**src/rtl/nd_2to1_pkg.sv**
```systemverilog
// Shared definitions for the nd_2to1 merge node: channel widths, on/off levels,
// output FSM state encoding and the two-phase pending test.
package nd_2to1_pkg;

    localparam int NS_ADDRESS_SIZE = 8;
    localparam int NS_DATA_SIZE    = 8;

    localparam logic NS_ON  = 1'b1;
    localparam logic NS_OFF = 1'b0;

    typedef enum logic {
        ST_IDLE = 1'b0,
        ST_SEND = 1'b1
    } nd_state_t;

    // A two-phase channel carries a message whenever the toggles disagree.
    function automatic logic pending(input logic req, input logic ack);
        return req != ack;
    endfunction

endpackage

```
**src/rtl/nd_2to1_if.sv**
```systemverilog
// Two-phase message channel: req/ack toggles plus address and data fields.
// The sender owns req/addr/dat, the receiver owns ack.
interface nd_2to1_if
    import nd_2to1_pkg::*;
#(
    parameter int ASZ = NS_ADDRESS_SIZE,
    parameter int DSZ = NS_DATA_SIZE
) ();

    logic           req;
    logic           ack;
    logic [ASZ-1:0] addr;
    logic [DSZ-1:0] dat;

    modport master (output req, output addr, output dat, input ack);
    modport slave  (input req, input addr, input dat, output ack);

endinterface

```
**src/rtl/nd_rcv_buf.sv**
```systemverilog
// One-slot capture buffer for a single input channel of nd_2to1.
// Captures a pending message only while empty and acknowledges it by toggling ack.
module nd_rcv_buf
    import nd_2to1_pkg::*;
#(
    parameter int ASZ = NS_ADDRESS_SIZE,
    parameter int DSZ = NS_DATA_SIZE
) (
    input  logic           clk,
    input  logic           rst,
    nd_2to1_if.slave       rcv,
    input  logic           clr,
    output logic           full,
    output logic [ASZ-1:0] addr,
    output logic [DSZ-1:0] dat
);

    logic ack_q;
    logic cap;

    // Gating on !full means the edge that frees the slot cannot also refill it.
    assign cap     = pending(rcv.req, ack_q) && !full;
    assign rcv.ack = ack_q;

    always_ff @(posedge clk) begin
        if (rst) begin
            ack_q <= 1'b0;
            full  <= 1'b0;
            addr  <= '0;
            dat   <= '0;
        end else if (cap) begin
            addr  <= rcv.addr;
            dat   <= rcv.dat;
            full  <= 1'b1;
            ack_q <= ~ack_q;
        end else if (clr) begin
            full  <= 1'b0;
        end
    end

endmodule

```
**src/rtl/nd_2to1.sv**
```systemverilog
// Two-input merge node: two buffered two-phase inputs arbitrated onto one output.
// Define NS_ND_2TO1_FIXED_PRIO_EN for fixed priority (rcv0 wins); default is round-robin.
module nd_2to1
    import nd_2to1_pkg::*;
#(
    parameter int ASZ = NS_ADDRESS_SIZE,
    parameter int DSZ = NS_DATA_SIZE
) (
    input  logic       i_clk,
    input  logic       reset,
    output logic       ready,
    nd_2to1_if.slave   rcv0,
    nd_2to1_if.slave   rcv1,
    nd_2to1_if.master  snd0
);

    logic           full0, full1;
    logic [ASZ-1:0] baddr0, baddr1;
    logic [DSZ-1:0] bdat0, bdat1;

    nd_state_t      state_q, state_d;
    logic           take;
    logic           sel;
    logic           prio_sel;

    logic           req_q;
    logic [ASZ-1:0] addr_q;
    logic [DSZ-1:0] dat_q;

    nd_rcv_buf #(.ASZ(ASZ), .DSZ(DSZ)) u_buf0 (
        .clk  (i_clk),
        .rst  (reset),
        .rcv  (rcv0),
        .clr  (take && !sel),
        .full (full0),
        .addr (baddr0),
        .dat  (bdat0)
    );

    nd_rcv_buf #(.ASZ(ASZ), .DSZ(DSZ)) u_buf1 (
        .clk  (i_clk),
        .rst  (reset),
        .rcv  (rcv1),
        .clr  (take && sel),
        .full (full1),
        .addr (baddr1),
        .dat  (bdat1)
    );

`ifdef NS_ND_2TO1_FIXED_PRIO_EN
    assign prio_sel = 1'b0;
`else
    logic ptr_q;

    // The pointer names the input that wins the next tie: always the one not just served.
    always_ff @(posedge i_clk) begin
        if (reset) begin
            ptr_q <= 1'b0;
        end else if (take) begin
            ptr_q <= ~sel;
        end
    end

    assign prio_sel = ptr_q;
`endif

    always_comb begin
        state_d = state_q;
        take    = 1'b0;
        sel     = 1'b0;
        case (state_q)
            ST_IDLE: begin
                if (full0 || full1) begin
                    take    = 1'b1;
                    state_d = ST_SEND;
                    sel     = (full0 && full1) ? prio_sel : full1;
                end
            end
            ST_SEND: begin
                if (!pending(req_q, snd0.ack)) begin
                    state_d = ST_IDLE;
                end
            end
            default: state_d = ST_IDLE;
        endcase
    end

    always_ff @(posedge i_clk) begin
        if (reset) begin
            state_q <= ST_IDLE;
            ready   <= NS_OFF;
            req_q   <= 1'b0;
            addr_q  <= '0;
            dat_q   <= '0;
        end else begin
            state_q <= state_d;
            ready   <= NS_ON;
            if (take) begin
                req_q  <= ~req_q;
                addr_q <= sel ? baddr1 : baddr0;
                dat_q  <= sel ? bdat1 : bdat0;
            end
        end
    end

    assign snd0.req  = req_q;
    assign snd0.addr = addr_q;
    assign snd0.dat  = dat_q;

endmodule

```
**src/flat_wrapper.sv**
```systemverilog
// flat-port wrapper written by rule: the top's interface ports become plain ports
module nd_2to1_flat import nd_2to1_pkg::*;
#(
    parameter int ASZ = NS_ADDRESS_SIZE,
    parameter int DSZ = NS_DATA_SIZE
)
  (i_clk, reset, ready, rcv0_req, rcv0_addr, rcv0_dat, rcv0_ack, rcv1_req, rcv1_addr, rcv1_dat, rcv1_ack, snd0_req, snd0_addr, snd0_dat, snd0_ack);
  nd_2to1_if #(.ASZ(ASZ), .DSZ(DSZ)) rcv0_i ();
  nd_2to1_if #(.ASZ(ASZ), .DSZ(DSZ)) rcv1_i ();
  nd_2to1_if #(.ASZ(ASZ), .DSZ(DSZ)) snd0_i ();
  input  logic i_clk;
  input  logic reset;
  output logic ready;
  input wire logic [$bits(rcv0_i.req)-1:0] rcv0_req;
  input wire logic [$bits(rcv0_i.addr)-1:0] rcv0_addr;
  input wire logic [$bits(rcv0_i.dat)-1:0] rcv0_dat;
  output wire logic [$bits(rcv0_i.ack)-1:0] rcv0_ack;
  input wire logic [$bits(rcv1_i.req)-1:0] rcv1_req;
  input wire logic [$bits(rcv1_i.addr)-1:0] rcv1_addr;
  input wire logic [$bits(rcv1_i.dat)-1:0] rcv1_dat;
  output wire logic [$bits(rcv1_i.ack)-1:0] rcv1_ack;
  output wire logic [$bits(snd0_i.req)-1:0] snd0_req;
  output wire logic [$bits(snd0_i.addr)-1:0] snd0_addr;
  output wire logic [$bits(snd0_i.dat)-1:0] snd0_dat;
  input wire logic [$bits(snd0_i.ack)-1:0] snd0_ack;
  assign rcv0_i.req = rcv0_req;
  assign rcv0_i.addr = rcv0_addr;
  assign rcv0_i.dat = rcv0_dat;
  assign rcv0_ack = rcv0_i.ack;
  assign rcv1_i.req = rcv1_req;
  assign rcv1_i.addr = rcv1_addr;
  assign rcv1_i.dat = rcv1_dat;
  assign rcv1_ack = rcv1_i.ack;
  assign snd0_req = snd0_i.req;
  assign snd0_addr = snd0_i.addr;
  assign snd0_dat = snd0_i.dat;
  assign snd0_i.ack = snd0_ack;
  nd_2to1 #(.ASZ(ASZ), .DSZ(DSZ)) u_core (.i_clk(i_clk), .reset(reset), .ready(ready), .rcv0(rcv0_i), .rcv1(rcv1_i), .snd0(snd0_i));
endmodule
```
**config.mk**
```make
export PLATFORM = sky130hd
export DESIGN_NAME = nd_2to1_flat
export DESIGN_NICKNAME = d
export VERILOG_FILES = /design/src/rtl/nd_2to1_pkg.sv /design/src/rtl/nd_2to1_if.sv /design/src/rtl/nd_rcv_buf.sv /design/src/rtl/nd_2to1.sv /design/src/flat_wrapper.sv
export SDC_FILE = /design/constraint.sdc
export NUM_CORES = 1
export LEC_CHECK = 0
export BUFFER_PORTS_ARGS = -buffer_cell sky130_fd_sc_hd__buf_2
export CAP_MARGIN = 25
export CORE_UTILIZATION = 49
export CTS_CLUSTER_DIAMETER = 50
export DETAILED_ROUTE_END_ITERATION = 16
export PLACE_DENSITY = 0.78
export SETUP_SLACK_MARGIN = 0.05
export SLEW_MARGIN = 0
export SYNTH_ARGS = -nofsm -noshare
export SYNTH_HDL_FRONTEND = slang
export SYNTH_HIERARCHICAL = 1
export SYNTH_SLANG_ARGS = --single-unit
export TNS_END_PERCENT = 50
```
**constraint.sdc**
```tcl
create_clock -name i_clk -period 1.57 [get_ports i_clk]
set_input_delay 0 -clock i_clk [delete_from_list [all_inputs] [get_ports i_clk]]
set_output_delay 0 -clock i_clk [all_outputs]
set_load 0.03 [all_outputs]
```
==> qor.yml <==
drt:
  ant_nets: 0
  first_iter_violations: 96
  routed_via_density: 4.77
  drt-wirelength-per-cell_um: 12.2
  first_pass_iters: 4
  post-route-drc-count: 0
  vias: 2021
  drt_wl_total_um: 5160
clocking:
  cts_buffers: 5
  cts.clk_slew.worst_paths_ps: 90
  clk_latency_ps: 310
  cts_buffer_depth: 2
  cts_tree: "built"
  cts.sinks: 56
  cts_root_buf: "clkbuf_8"
  htreeDepth: 2
finish:
  drive_above_1_share_pct: 25.4
  area_growth_pct: 29.8
  diodes: 0
  final_cell_area_mm2: 0.00344
  layout.cells.non_filler: 424
  finalNetCount: 390
timing:
  fin_skew_ps: 4.65
  max_freq_mhz: 699
  tightestPinTransition_ps: 623
  finalMaxSlewViolations: 0
  setup_viol_count_final: 0
  rsz0062_at_grt: "true"
  fin_crit_sh_pct: 91.1
  slew_headroom_pct: 57.4
  setup_tns_ps: 0
  hold_viol: 0
  layout_min_cycle_time_ps: 1430
floorplan:
  start_util_pct: 51.5
  die_h_um: 75.5
  die_x_um: 75.5
  ios: 57
  row_count: 26
  core_area_mm2: 0.00514
  die-area_mm2: 0.00570
yosys:
  synth_cell_type_count: 23
  synth_seq_cells: 56
  avgSynthCellArea_um2: 10.1
  syn_nets: 299
  syn_inst: 262
  yosysWarnings: 6
  ys_seq_area_share_pct: 42.3
  netlist_area_mm2: 0.00265
critical_path:
  cp_max_fo: 14
  r2r_cells: 4
  cp-start-kind: "flip-flop"
  r2r_start: "u_core/u_buf0/full$_SDFFE_PP0P_"
  cp-end-kind: "flip-flop"
  arrival_ps: 1600
  critPathBufInv: 2
  crit_slowest_cell: "a2111oi_0"
  r2r_slack_ps: 140
  crit_family: "compound AO/OA/AOI/OAI gates"
  crit_required_ps: 1740
  max_stage_delay_ps: 590
  reg2reg_to: "u_core/snd0.addr[0]$_SDFFE_PP0P_"
  path_cells: "inv_1 > buf_4 > a2111oi_0 > a2111oi_2"
  cp-startpoint: "u_core/u_buf0/full$_SDFFE_PP0P_"
  path_class: "reg2reg"
power:
  leakage_nw: 1.43
  vdd_drop_max_uv: 494
  p_per_area_mw_per_mm2: 1100
global_routing:
  grt_max_degree: 89
  grt_pass1_wl_um: 8190
  grt-busiest-layer: "met2"
  overflow: 0
  grtUsageMet3_pct: 4.76
  met2_usage_pct: 29.8
  grt_pass1_vias: 1822
  grt_usage_pct: 19.2
  antenna_found_initial: 0
  grt_util_met1_pct: 26.1
placement:
  port-buffer-count: 56
  hpwl_um: 3260
  post-place-cells: 382
  dpl-instance-area_mm2: 0.00300
  gp_congestion: 0.881
hold_path:
  holdCritPathClass: "in2reg"
  hold-path-cell-count: 4
  min_to: "u_core/state_q$_SDFF_PP0_"
  hold_start: "snd0_ack"
job:
  cap_violations: 0
outcome:
  outcome: "completed"
-- where the power goes --
part           switching, mW  total, mW  internal, mW
clock                  0.430      0.791         0.361
combinational          0.690       1.23         0.543
sequential             0.131       1.76          1.63
total                   1.25       3.78          2.53
-- cell usage in the layout, fill, tap and decap left out, drive strengths merged --
cell / instances
o211a: 1
a2111oi: 32
dfxtp: 56
nor2: 23
nor2b: 3
clkbuf: 8
mux2i: 36
xnor2: 3
buf: 71
nor3: 1
clkinv: 1
a21oi: 1
xor2: 1
dlygate4sd3: 34
inv: 18
o21ba: 1
nand2b: 64
-- worst max-delay path by stage --
stage,endpoint,slack (ps),cells after the start
after global placement,u_core/snd0.addr[4]$_SDFFE_PP0P_,220,4
after floorplan,u_core/snd0.addr[0]$_SDFFE_PP0P_,90,4
after CTS,u_core/snd0.addr[6]$_SDFFE_PP0P_,130,3
after detailed placement,u_core/snd0.addr[6]$_SDFFE_PP0P_,150,3
after global routing,u_core/snd0.addr[6]$_SDFFE_PP0P_,40,3
final,u_core/snd0.addr[0]$_SDFFE_PP0P_,140,4
-- worst reg2reg max path: cells and delay by family (launching register included) --
family	cells	cell delay, ps
flops	1	340
compound gates	2	690
buf+inv	2	240
-- logic make-up after synthesis --
family          after synthesis  share of synthesized area, %
simple gates                 91                          20.5
mux                          36                          13.6
compound gates               35                          13.6
flops                        56                          42.3
buf+inv                      40                          8.03
xor+xnor                      4                          1.89
-- per-stage QoR --
step	utilization (%)	power (mW)	worst slack (ps)	hold WS, ps
6_report	66.9	3.78	140	63.2
4_1_cts	66.8	3.80	126	49.7
2_1_floorplan	-	2.67	94.2	144
5_1_grt	66.9	4.00	43.8	64.2
3_5_place_dp	58.4	2.95	147	269
3_3_place_gp	58.4	2.93	222	263
-- cell type report --
cell class                      count  area [µm²]
Inverter                           19        71.3
Multi-Input combinational cell    166        1320
Sequential cell                    56        1120
Tap cell                           70        87.6
Clock buffer                        8        90.1
Timing Repair Buffer              105         746
Fill cell                         429        1700
-- routing by layer --
| layer | wire, µm | up-vias |
|---|---|---|
| met4 | 70 | 0 |
| li1 | - | 1072 |
| met3 | 166 | 6 |
| met1 | 2650 | 907 |
| met2 | 2280 | 36 |
| met5 | 0 | - |
-- timing repair --
| action | in CTS | in global routing |
|---|---|---|
| resized for setup | 1 | 1 |
| hold buffers | 34 | 0 |
| buffers inserted | 0 | 0 |
| endpoints found under the hold margin | 34 | 0 |
| setup endpoints to repair | 1 | 2 |
-- Yosys cell counts --
master | instances | area share [%]
a2111oi_2 | 7 | 4.0
buf_12 | 2 | 1.5
o21ba_1 | 1 | 0.38
dfxtp_1 | 56 | 42
mux2i_1 | 36 | 14
buf_4 | 1 | 0.28
nor2b_1 | 3 | 0.71
clkbuf_1 | 12 | 1.7
buf_2 | 3 | 0.57
o211a_1 | 1 | 0.38
xnor2_1 | 1 | 0.33
nor2_1 | 21 | 3.0
buf_6 | 3 | 1.3
xnor2_2 | 2 | 1.2
clkinv_1 | 1 | 0.14
nand2b_1 | 64 | 15
xor2_1 | 1 | 0.33
a2111oi_1 | 9 | 3.4
a2111oi_0 | 16 | 5.3
a21oi_1 | 1 | 0.19
inv_1 | 18 | 2.6
nor3_1 | 1 | 0.19
nor2_8 | 2 | 1.5
-- flip-flops by register name, indices dropped and copies added (netlist names) --
signal / flops
u_core/snd0.addr: 8
u_core/snd0.dat: 8
u_core/u_buf0/addr: 8
u_core/u_buf0/dat: 8
u_core/u_buf1/addr: 8
u_core/u_buf1/dat: 8
u_core/prio_sel: 1
u_core/ready: 1
u_core/snd0.req: 1
u_core/state_q: 1
u_core/u_buf0/full: 1
u_core/u_buf0/rcv.ack: 1
u_core/u_buf1/full: 1
u_core/u_buf1/rcv.ack: 1
No activity file was read; power rests on OpenSTA's default activity.
